--- src/rtl/matrix_host_loader.sv ---
// matrix_host_loader: host-side sequencer for the matrix multiplier engine.
// Takes one job descriptor plus a byte stream, programs dims and values into
// the engine, requests a run, waits for ready under a watchdog, then opens
// the result read window. Every output comes straight from a flop.
module matrix_host_loader #(
  parameter int TIMEOUT   = 4096,
  parameter int RD_CYCLES = 64
) (
  input  logic       clk,
  input  logic       rst,
  // job descriptor
  input  logic       cfg_valid,
  output logic       cfg_ready,
  input  logic [2:0] cfg_m1x,
  input  logic [2:0] cfg_m1y,
  input  logic [2:0] cfg_m2x,
  input  logic [2:0] cfg_m2y,
  // element byte stream
  input  logic       s_valid,
  output logic       s_ready,
  input  logic [7:0] s_data,
  // engine programming interface
  output logic [2:0] M1Xin,
  output logic [2:0] M1Yin,
  output logic [2:0] M2Xin,
  output logic [2:0] M2Yin,
  output logic       program_dim,
  output logic       program_val,
  output logic [7:0] data_in,
  output logic       start,
  input  logic       ready,
  output logic       result_read_ready,
  // status
  output logic       busy,
  output logic       done,
  output logic       err
);

  localparam int WD_W = $clog2(TIMEOUT + 1);
  localparam int RD_W = $clog2(RD_CYCLES + 1);
  localparam logic [WD_W-1:0] WD_LAST = WD_W'(TIMEOUT);
  localparam logic [RD_W-1:0] RD_LAST = RD_W'(RD_CYCLES - 1);

  typedef enum logic [2:0] {IDLE, DIM, LOAD, RUN, DRAIN} state_t;

  typedef struct packed {
    logic [2:0] m1x;
    logic [2:0] m1y;
    logic [2:0] m2x;
    logic [2:0] m2y;
  } dims_t;

  state_t          state, state_d;
  dims_t           dims, dims_d, cfg_dims;
  logic            cfg_ok;
  logic [6:0]      cfg_total;
  logic [6:0]      total, total_d;
  logic [6:0]      elem_cnt, elem_cnt_d, elem_nxt;
  logic            dim_cnt, dim_cnt_d;
  logic [WD_W-1:0] wd, wd_d;
  logic [RD_W-1:0] rd_cnt, rd_cnt_d;
  logic [7:0]      data_in_d;
  logic            program_dim_d, program_val_d, start_d, rrr_d, done_d, err_d;

  assign cfg_dims  = {cfg_m1x, cfg_m1y, cfg_m2x, cfg_m2y};
  // Inner dimensions must agree and no dimension may be empty.
  assign cfg_ok    = (cfg_m1x != 3'd0) && (cfg_m1y != 3'd0) &&
                     (cfg_m2x != 3'd0) && (cfg_m2y != 3'd0) &&
                     (cfg_m1y == cfg_m2x);
  // Byte count of both operands; 7*7 + 7*7 = 98 fits in 7 bits.
  assign cfg_total = 7'(cfg_m1x) * 7'(cfg_m1y) + 7'(cfg_m2x) * 7'(cfg_m2y);
  assign elem_nxt  = elem_cnt + 7'd1;

  // Dims are driven from the latched descriptor and survive the return to
  // IDLE; only a new accepted descriptor or reset changes them.
  assign {M1Xin, M1Yin, M2Xin, M2Yin} = dims;

  // Next-state and next-output logic; strobes default low every cycle.
  always_comb begin
    state_d       = state;
    dims_d        = dims;
    total_d       = total;
    elem_cnt_d    = elem_cnt;
    dim_cnt_d     = dim_cnt;
    wd_d          = wd;
    rd_cnt_d      = rd_cnt;
    data_in_d     = data_in;
    program_dim_d = 1'b0;
    program_val_d = 1'b0;
    start_d       = 1'b0;
    rrr_d         = 1'b0;
    done_d        = 1'b0;
    err_d         = 1'b0;
    case (state)
      IDLE: begin
        if (cfg_valid) begin
          if (cfg_ok) begin
            dims_d        = cfg_dims;
            total_d       = cfg_total;
            elem_cnt_d    = 7'd0;
            dim_cnt_d     = 1'b0;
            program_dim_d = 1'b1;
            state_d       = DIM;
          end else begin
            err_d = 1'b1;
          end
        end
      end
      // program_dim was raised on entry; hold it one more cycle.
      DIM: begin
        if (!dim_cnt) begin
          program_dim_d = 1'b1;
          dim_cnt_d     = 1'b1;
        end else begin
          state_d = LOAD;
        end
      end
      // s_ready is high for the whole state, so s_valid alone is a transfer.
      LOAD: begin
        if (s_valid) begin
          data_in_d     = s_data;
          program_val_d = 1'b1;
          elem_cnt_d    = elem_nxt;
          if (elem_nxt == total) begin
            wd_d    = '0;
            state_d = RUN;
          end
        end
      end
      // First RUN cycle raises start; ready only counts once start is up,
      // and it beats a watchdog expiry on the same edge.
      RUN: begin
        if (start && ready) begin
          rd_cnt_d = '0;
          rrr_d    = 1'b1;
          state_d  = DRAIN;
        end else if (wd == WD_LAST) begin
          err_d   = 1'b1;
          state_d = IDLE;
        end else begin
          wd_d    = wd + 1'b1;
          start_d = 1'b1;
        end
      end
      // Read window was opened on entry; close it after RD_CYCLES cycles.
      DRAIN: begin
        if (rd_cnt == RD_LAST) begin
          done_d  = 1'b1;
          state_d = IDLE;
        end else begin
          rd_cnt_d = rd_cnt + 1'b1;
          rrr_d    = 1'b1;
        end
      end
      default: state_d = IDLE;
    endcase
  end

  // State, counters and all outputs registered; handshake flags follow
  // the next state so they line up with the state they describe.
  always_ff @(posedge clk) begin
    if (rst) begin
      state             <= IDLE;
      dims              <= '0;
      total             <= '0;
      elem_cnt          <= '0;
      dim_cnt           <= 1'b0;
      wd                <= '0;
      rd_cnt            <= '0;
      data_in           <= '0;
      program_dim       <= 1'b0;
      program_val       <= 1'b0;
      start             <= 1'b0;
      result_read_ready <= 1'b0;
      done              <= 1'b0;
      err               <= 1'b0;
      cfg_ready         <= 1'b1;
      s_ready           <= 1'b0;
      busy              <= 1'b0;
    end else begin
      state             <= state_d;
      dims              <= dims_d;
      total             <= total_d;
      elem_cnt          <= elem_cnt_d;
      dim_cnt           <= dim_cnt_d;
      wd                <= wd_d;
      rd_cnt            <= rd_cnt_d;
      data_in           <= data_in_d;
      program_dim       <= program_dim_d;
      program_val       <= program_val_d;
      start             <= start_d;
      result_read_ready <= rrr_d;
      done              <= done_d;
      err               <= err_d;
      cfg_ready         <= (state_d == IDLE);
      s_ready           <= (state_d == LOAD);
      busy              <= (state_d != IDLE);
    end
  end

endmodule

--- config.mk ---
export PLATFORM = sky130hd
export DESIGN_NAME = matrix_host_loader
export DESIGN_NICKNAME = d
export VERILOG_FILES = /design/src/rtl/matrix_host_loader.sv
export SDC_FILE = /design/constraint.sdc
export NUM_CORES = 1
export LEC_CHECK = 0
export CORE_MARGIN = 4
export CORE_UTILIZATION = 40
export DETAILED_ROUTE_END_ITERATION = 10
export PLACE_DENSITY = 0.63
export SLEW_MARGIN = 40
export SYNTH_ARGS = -nofsm -noshare
export SYNTH_HDL_FRONTEND = slang
export SYNTH_SLANG_ARGS = --single-unit
--- constraint.sdc ---
create_clock -name clk -period 5.3 [get_ports clk]
set_input_delay 1.06 -clock clk [delete_from_list [all_inputs] [get_ports clk]]
set_output_delay 1.06 -clock clk [all_outputs]
set_load 0.01 [all_outputs]
==> results_dict.tcl <==
set metrics [dict create \
    status "complete, no violations" \
    synth_compound_area_share_pct 18.5 \
    avgSynthCellArea_sq_um 8.74 \
    rows 34 \
    cts_tree "built" \
    worstSetupEndpointType "register" \
    synth_area_leader_cell "dfxtp_1" \
    finClkSkew_ns 0.00781 \
    synth_top_flop_cell "dfxtp_1" \
    fp.coreArea_sq_mm 0.00876 \
    gr-usage-all-layers_pct 16.1 \
    p_leak_nw 1.56 \
    drive_gt1_share_pct 7.36 \
    synth_adder_area_share_pct 10.1 \
    routed_wl_um 8110 \
    slew_headroom_pct 53.1 \
    top_level_ports 54 \
    ys_warn_count 0 \
    synth.yosys.seq_area_share_pct 37.0 \
    timing.final.crit_share_pct 83.3 \
    fmax_ghz 0.226 \
    drcViolationCount 0 \
    dp_hpwl_um 5770 \
    critical_path_class "input pin to register" \
    tightest_slew_ns 0.694 \
    antenna_found_initial 0 \
    hold_viol_final 0 \
    cp_max_fo 7 \
    numCtsBuffers 9 \
    hp-class "register to register" \
    cts-root-buf "clkbuf_8" \
    synth_top_family_by_area "simple AND/OR/NAND/NOR gates" \
    yosys.area_share.simple_pct 23.4 \
    grt_pass1_vias 2897 \
    synth_mux_area_share_pct 0.828 \
    startpoint_type "input pin" \
    drv_cap 0 \
    final_core_util_pct 50.2 \
    finalSetupTns_ns 0 \
    async_flop_share_pct 0 \
    grt_max_degree 57 \
    die_w_um 103 \
    total_power_mw 1.09 \
    whs_ns 0.454 \
    post-route-min-period_ns 4.42 \
    rsz0062_at_grt "false" \
    start_util_pct 41.4 \
    ys_ff_latch 67 \
    die_h_um 103 \
    cts.sinks 67 \
    dr.pass1.iters 4 \
    grt_pass1_wl_um 13700 \
    holdBufCountCts 0 \
    drtAntennaViolNets 0 \
    post_cts_buffers 0 \
    htreeDepth 3 \
    synthTopCellsByArea "dfxtp_1 37%, nand2_1 6.4%, a21oi_1 5.2%" \
    syn_area_sq_mm 0.00363 \
    clock_path_buffers 2 \
    synth_xor_area_share_pct 5.31 \
    report.final.slew_viol_count 0 \
    synth_cell_types 60 \
    clk_pin_slew_ns 0.07 \
    cts_resized 0 \
    vias_per_cell 5.24 \
    powerDensity_mw_per_mm2 248 \
    gp_congestion 0.914 \
    gr-total-overflow 0 \
    synth.net_count 464 \
    setup_viol 0 \
    cp.arrival_ns 4.61 \
    final_nets 507 \
    syn_to_final_growth_pct 21.2 \
    peakVddDrop_uv 162 \
    drtIter0Drc 86 \
    postSynthCellCount 415 \
    worstPathRequired_ns 5.50 \
    dieArea_sq_mm 0.0107 \
    vias 2987 \
    synth_edf_count 0 \
    wire_per_inst_um 14.2 \
    synth_top_area_share_pct 37.0 \
    port_buffers 53 \
    insertedDiodeCount 0 \
    insertion_delay_ns 0.33 \
]
## Yosys cell counts (2+ instances only)
cell type  number
a2111oi_2       2
a211o_1         3
a211oi_1        3
a211oi_2        5
a21o_1          4
a21oi_1        38
a22oi_1         2
a311oi_1        4
a31o_2          2
a31oi_1         5
and2_1         19
and3_1          4
and4_1          2
buf_1           3
buf_2           2
buf_4           3
buf_6           2
clkbuf_1       12
dfxtp_1        67
fa_1            9
ha_1           15
inv_1          17
mux2i_1         3
nand2_1        62
nand2b_1        6
nand3_1        12
nand4_1         3
nor2_1         27
nor2b_1         2
nor3_1         12
nor4_1          2
nor4b_1         2
o2111ai_1       2
o211ai_1        2
o21a_1          6
o21ai_0         3
o31ai_1         2
o41a_1          2
o41ai_1         2
or3b_1          2
xnor2_1        16
xor2_1          6
## sequential cells by signal, summed over array words and instances, names as in the netlist
register and flops:
busy 1, program_val 1, M2Yin 3, rd_cnt 7, program_dim 1, cfg_ready 1, data_in 8, start 1
wd 13, s_ready 1, M1Yin 3, state 3, M1Xin 3, total 7, dim_cnt 1, result_read_ready 1
done 1, err 1, M2Xin 3, elem_cnt 7
## placed cells by master (no fill, tap or decap), drive strengths merged, types with 3 or more instances in the layout
cell type / Yosys / final
a2111oi: 3 / 3
a211o: 3 / 3
a211oi: 8 / 8
a21o: 4 / 4
a21oi: 38 / 38
a311oi: 5 / 5
a31oi: 5 / 5
and2: 20 / 20
and3: 4 / 4
clkbuf: 12 / 14
clkdlybuf4s50: 0 / 52
dfxtp: 67 / 67
fa: 9 / 9
ha: 15 / 15
inv: 17 / 17
mux2i: 3 / 3
nand2: 63 / 63
nand2b: 6 / 6
nand3: 12 / 12
nand4: 3 / 3
nor2: 28 / 28
nor3: 12 / 12
nor4: 3 / 3
nor4b: 3 / 3
o21a: 6 / 6
o21ai: 4 / 4
or3b: 3 / 3
xnor2: 16 / 16
xor2: 6 / 6
## final cells by class
cell class / instances / area (sq um)
clock buffer: 14 / 183
clock inverter: 1 / 30.0
fill: 845 / 4370
inverter: 17 / 63.8
multi-input combinational: 309 / 2110
sequential: 67 / 1340
tap: 108 / 135
timing repair buffer: 54 / 533
## report_power, final
group	switching [mW]	total [mW]	internal (mW)
sequential	0.00387	0.513	0.509
clock	0.180	0.447	0.267
combinational	0.0687	0.132	0.0633
total	0.253	1.09	0.839
## worst paths after layout
| check | from | endpoint | slack (ns) | depth (start not counted) |
|---|---|---|---|---|
| worst min-delay path | data_in[4] | data_in[4] | 0.45 | 2 |
| worst min register to register | data_in[4] | data_in[4] | 0.45 | 2 |
| worst max-delay path | cfg_m1y[2] | total[6] | 0.88 | 12 |
| worst max register to register | state[1] | wd[9] | 2.21 | 6 |
## kinds of logic after synthesis
logic type | Yosys count
adder cells (fa/ha/maj) | 24
multiplexers | 3
XOR/XNOR | 22
flip-flops | 67
buffers and inverters | 39
AND/OR/NAND/NOR | 168
AO/OA/AOI/OAI | 92
## layer usage
layer	wire [um]	track usage [%]	part of all wire, %	up-vias
met3	222	3.22	2.7	2
met2	4160	27.3	51	30
met4	30	4.78	0.37	0
met5	0	0	0	-
met1	3700	20.8	46	1422
li1	-	-	-	1533
## critical path: stages
cell	delay (ns)
clkdlybuf4s50_1	0.53
and2_1	0.22
fa_1	0.54
inv_1	0.05
fa_1	0.47
fa_1	0.55
inv_1	0.04
ha_1	0.21
fa_1	0.41
a21o_1	0.17
a211oi_1	0.28
a211oi_2	0.08
## per-stage QoR
stage	area, sq um	std cells	setup WS, ns
after floorplan	3630	415	1.27
after global routing	4400	570	0.757
final	4400	570	0.884
after CTS	4400	570	0.864
after detailed placement	4180	555	0.492
after global placement	4180	555	0.614
No activity file was read; power rests on OpenSTA's default activity.
